$ cat config.mk
export PLATFORM = sky130hd
export DESIGN_NAME = cc_line_serializer
export DESIGN_NICKNAME = d
export VERILOG_FILES = /design/src/rtl/cc_line_serializer.sv
export SDC_FILE = /design/constraint.sdc
export NUM_CORES = 2
export LEC_CHECK = 0
export ABC_AREA = 1
export CAP_MARGIN = 20
export CORE_ASPECT_RATIO = 0.9
export CORE_MARGIN = 10
export CORE_UTILIZATION = 55
export CTS_BUF_LIST = sky130_fd_sc_hd__clkbuf_4 sky130_fd_sc_hd__clkbuf_8
export DETAILED_ROUTE_END_ITERATION = 7
export PLACE_DENSITY = 0.83
export RECOVER_POWER = 50
export SYNTH_ARGS = -nofsm -noshare
export SYNTH_HDL_FRONTEND = slang
export SYNTH_SLANG_ARGS = --single-unit
export TNS_END_PERCENT = 20
$ cat constraint.sdc
create_clock -name clk -period 3 [get_ports clk]
set_input_delay 0.6 -clock clk [delete_from_list [all_inputs] [get_ports clk]]
set_output_delay 0.6 -clock clk [all_outputs]
set_load 0.03 [all_outputs]
$ cat src/rtl/cc_line_serializer.sv
// cc_line_serializer: pops cache-line entries from a FWFT FIFO and streams them
// as valid/ready beats, wrap (critical-word-first) or incrementing to line end.
//
// Ports:
//   clk, rst_n      clock / asynchronous active-low reset
//   fifo_empty_i    FIFO empty flag; fifo_rdata_i valid when low
//   fifo_rdata_i    {id, mode, offset, line}, beat 0 in the line MSBs
//   fifo_rden_o     pop strobe (combinational)
//   rid_o           transaction ID of the line being sent
//   rdata_o         beat data
//   rlast_o         final beat of the burst
//   rvalid_o        beat valid
//   rready_i        downstream accept
//   busy_o          a line is held (equals rvalid_o)
module cc_line_serializer #(
    parameter int DATA_W = 64,
    parameter int BEATS  = 8,
    parameter int ID_W   = 4,
    localparam int OFF_W   = $clog2(BEATS),
    localparam int ENTRY_W = ID_W + 1 + OFF_W + BEATS * DATA_W
) (
    input  logic               clk,
    input  logic               rst_n,
    input  logic               fifo_empty_i,
    input  logic [ENTRY_W-1:0] fifo_rdata_i,
    output logic               fifo_rden_o,
    output logic [ID_W-1:0]    rid_o,
    output logic [DATA_W-1:0]  rdata_o,
    output logic               rlast_o,
    output logic               rvalid_o,
    input  logic               rready_i,
    output logic               busy_o
);
    localparam int CW = OFF_W + 1;
    localparam int LW = BEATS * DATA_W;

    typedef enum logic {IDLE, SEND} state_t;

    state_t            state_q, state_d;
    logic              en_q;
    logic [ID_W-1:0]   id_q, id_d;
    logic              mode_q, mode_d;
    logic [OFF_W-1:0]  off_q, off_d;
    logic [LW-1:0]     line_q, line_d;
    logic [CW-1:0]     cnt_q, cnt_d;
    logic [DATA_W-1:0] rdata_q, rdata_d;
    logic              rlast_q, rlast_d;

    logic              acc, lacc, pop;
    logic [ID_W-1:0]   in_id;
    logic              in_mode;
    logic [OFF_W-1:0]  in_off;
    logic [LW-1:0]     in_line;
    logic [CW-1:0]     cnt_nx, len_m1;
    logic [OFF_W-1:0]  idx_nx;

    function automatic logic [DATA_W-1:0] beat_of(input logic [LW-1:0] l, input logic [OFF_W-1:0] b);
        return l[(BEATS - 1 - int'(b)) * DATA_W +: DATA_W];
    endfunction

    assign in_id   = fifo_rdata_i[ENTRY_W-1 -: ID_W];
    assign in_mode = fifo_rdata_i[LW + OFF_W];
    assign in_off  = fifo_rdata_i[LW +: OFF_W];
    assign in_line = fifo_rdata_i[LW-1:0];

    assign acc  = (state_q == SEND) & rready_i;
    assign lacc = acc & rlast_q;
    // en_q keeps the combinational pop strobe low while reset is held and
    // on the first cycle after release, without reusing rst_n as data.
    assign pop  = en_q & !fifo_empty_i & ((state_q == IDLE) | lacc);

    // Counter runs one bit wider than the offset; the beat index wraps mod BEATS.
    assign cnt_nx = cnt_q + CW'(1);
    assign idx_nx = off_q + cnt_nx[OFF_W-1:0];
    assign len_m1 = (mode_q ? CW'(BEATS) - {1'b0, off_q} : CW'(BEATS)) - CW'(1);

    always_comb begin
        state_d = state_q;
        id_d    = id_q;
        mode_d  = mode_q;
        off_d   = off_q;
        line_d  = line_q;
        cnt_d   = cnt_q;
        rdata_d = rdata_q;
        rlast_d = rlast_q;
        if (pop) begin
            state_d = SEND;
            id_d    = in_id;
            mode_d  = in_mode;
            off_d   = in_off;
            line_d  = in_line;
            cnt_d   = '0;
            rdata_d = beat_of(in_line, in_off);
            rlast_d = in_mode & (in_off == OFF_W'(BEATS - 1));
        end else if (lacc) begin
            state_d = IDLE;
            rlast_d = 1'b0;
        end else if (acc) begin
            cnt_d   = cnt_nx;
            rdata_d = beat_of(line_q, idx_nx);
            rlast_d = cnt_nx == len_m1;
        end
    end

    always_ff @(posedge clk or negedge rst_n) begin
        if (!rst_n) begin
            state_q <= IDLE;
            en_q    <= 1'b0;
            id_q    <= '0;
            mode_q  <= 1'b0;
            off_q   <= '0;
            line_q  <= '0;
            cnt_q   <= '0;
            rdata_q <= '0;
            rlast_q <= 1'b0;
        end else begin
            state_q <= state_d;
            en_q    <= 1'b1;
            id_q    <= id_d;
            mode_q  <= mode_d;
            off_q   <= off_d;
            line_q  <= line_d;
            cnt_q   <= cnt_d;
            rdata_q <= rdata_d;
            rlast_q <= rlast_d;
        end
    end

    assign fifo_rden_o = pop;
    assign rid_o       = id_q;
    assign rdata_o     = rdata_q;
    assign rlast_o     = rlast_q;
    assign rvalid_o    = state_q == SEND;
    assign busy_o      = state_q == SEND;
endmodule

==> run_results.csv <==
group,metric,value,unit
status,status,"finished, violations left",
status,violations,"max-capacitance violations, max-slew violations",
power,vdd_drop_max,1690,uV
yosys,syn-num-nets,5225,
grt,grt_pass1_wl,187000,um
yosys,synthFlopType,"dfrtp_1",
finish,mostFrequentLayoutCells,"nand2_1 (2107), dfrtp_1 (591), clkdlybuf4s50_1 (590), inv_1 (358), nand3_1 (309)",
yosys,synth.mux.area_fraction,0,%
finish,fin_util,70.8,%
clock_network,htree_levels,3,
finish,design_area,41300,sq um
yosys,syn_avg_cell_area,6.88,sq um
drt,drt.antenna.violating_nets,0,
finish,synthToLayoutAreaGrowth,27.7,%
yosys,yosys.area_share.simple,30.4,%
drt,drc_errors,0,
drt,dr.pass1.iters,6,
yosys,async_flop_share,100,%
grt,grt.overflow.total,0,
yosys,synth-compound-area-share,14.8,%
clock_network,clk_pin_slew,60,ps
place,place_congestion,0.958,
place,post-place-ws,199,ps
critical_path,end_kind,"register",
critical_path,start_kind,"register",
critical_path,arrival,3470,ps
timing,finalClockSkew,35.3,ps
power,power_density,1170,nW/um^2
drt,routedWlPerCell,20.1,um
drt,wl,121000,um
clock_network,clk_latency,710,ps
timing,finalWorstSetupSlack,110,ps
timing,tightest_slew,1760,ps
clock_network,cts_buffers,99,
grt,grtUsageTotal,34.2,%
yosys,netlist_area,32300,sq um
floorplan,die_w,276,um
yosys,synth_edf_count,0,
timing,rsz0062_at_grt,"false",
drt,first_iter_violations,4349,
yosys,synth_fa_ha_area_share,0.217,%
clock_network,clockBufferDepth,3,
clock_network,tritoncts,"built",
yosys,yosys-top-cells-area,"dfrtp_1 (46%), nand2_1 (24%), nand3_1 (4.8%)",
finish,drive_gt1_share,5.54,%
drt,vias,34352,
finish,fin_nets,5694,
run,cap_violations,1,
yosys,synth_top_cell_by_area,"dfrtp_1",
critical_path,rrSetupSlack,110,ps
yosys,ys_seq_elements,591,
critical_path,cp_common_cell,"nand2_1",
floorplan,die_area,68900,sq um
clock_network,postCtsSetupRepairBufs,0,
clock_network,cts-root-buf,"clkbuf_8",
critical_path,cp_slowest_cell,"fa_4",
critical_path,path_cells,"ha_1, inv_1, fa_4, inv_6, buf_12, a21oi_1, o21ai_0, buf_4, nand3_1, nand2_1, nand2_1",
timing,hold_violations,0,
floorplan,initial_core_util,55.4,%
floorplan,rows,84,
worst_hold_path,worstHoldPathType,"input pin to register",
floorplan,core,58300,sq um
timing,maxSlewViolCount,47,
timing,clock.fmax,346,MHz
grt,grt_antenna_before_repair,22,
finish,final_common_cell,"nand2_1",
critical_path,required,3580,ps
yosys,synthXorXnorAreaFrac,0,%
timing,slew_headroom,-17.0,%
place,io_buffers,595,
place,place_area,39200,sq um
yosys,synth_warnings,0,
clock_network,cts.sinks,591,
drt,via_per_inst,5.70,
critical_path,critPathMaxFanout,28,
timing,min_period,2890,ps
critical_path,critical_path_class,"register to register",
yosys,synthesis.instances,4696,
critical_path,max_stage_delay,710,ps
yosys,yosysUniqueCellTypes,28,
yosys,synth_top_family_by_area,"simple AND/OR/NAND/NOR gates",
timing,finalCritPeriodShare,96.3,%
power,p_leak,0.0206,uW
grt,grt_max_degree,129,
yosys,synth_top_cell_area_share,45.8,%
grt,grt_pass1_vias,32837,
place,dp_hpwl,84400,um
yosys,ys_seq_area_share,45.8,%
timing,tns,0,ps
timing,setup_viol,0,
floorplan,die_h,250,um
floorplan,ios,596,
[report_power, final]
group	total [uW]	internal [uW]	leakage [uW]	switching (uW)
Combinational	26300	9330	0.0121	16900
Sequential	14300	12000	0.00733	2340
Clock	7790	4350	0.00115	3430
[kinds of logic (layout without fill, tap and decap cells)]
group / after synthesis / in the layout
fa+ha+maj: 5 / 5
other cells: 1 / 14
flops: 591 / 591
buf+inv: 705 / 1248
compound gates: 890 / 890
simple gates: 2504 / 2504
[worst max-delay path, delay by kind of cell (launching register included)]
family                   cells  cell delay (ps)
AND/OR/NAND/NOR              3              180
buffers and inverters        4              750
flip-flops                   1              430
AO/OA/AOI/OAI                2              320
adder cells (fa/ha/maj)      2             1050
[layout make-up]
class	count	area, sq um
multi-input combinational	3400	14700
inverter	366	1390
fill	4687	17100
sequential	591	14800
antenna	13	32.5
clock inverter	16	135
tap	774	968
timing repair buffer	707	7230
clock buffer	159	2020
[worst paths after layout]
path	start	endpoint	depth (start not counted)
worst max register to register	cnt_q[0]	rdata_o[41]	11
max in group asynchronous	rst_n	line_q[102]	4
worst min register to register	rdata_o[59]	rdata_o[59]	2
min in group asynchronous	rst_n	line_q[51]	2
worst min-delay path	fifo_rdata_i[518]	rid_o[2]	3
worst max-delay path	cnt_q[0]	rdata_o[41]	11
[stage by stage]
stage,hold WS [ps],cells,power [uW]
floorplan,304,4696,31000
finish,421,6026,48400
global placement,462,5837,39400
CTS,377,6013,48000
global route,420,6025,52100
detailed placement,464,5837,40000
[per-layer routing]
layer | vias to the layer above | share of wire (%) | GRT usage (%)
li1 | 15878 | - | -
met1 | 16003 | 37 | 42.7
met2 | 2084 | 46 | 53.5
met3 | 367 | 11 | 8.88
met4 | 20 | 5.2 | 18.8
met5 | - | 0.11 | 0
[state kept, by name, summed over array words and instances, names as in the netlist]
register	count
line_q	512
rdata_o	64
cnt_q	4
rid_o	4
off_q	3
busy_o	1
en_q	1
mode_q	1
rlast_o	1
[cells in the mapped netlist (3+ instances only)]
library cell	n
buf_2	147
inv_1	360
buf_4	9
nand2_1	2108
ha_1	4
o21ai_0	274
nand4_1	3
o21ai_1	255
nor2_1	78
clkbuf_1	150
nand3_1	309
inv_2	4
dfrtp_1	591
buf_1	33
a21oi_1	230
o211ai_1	128
[repair_timing]
| item | in CTS | in global routing |
|---|---|---|
| hold buffers | 1 | 0 |
| endpoints found under the hold margin | 38 | 0 |
| resized for setup | 0 | 0 |
No activity file was read; power rests on OpenSTA's default activity.
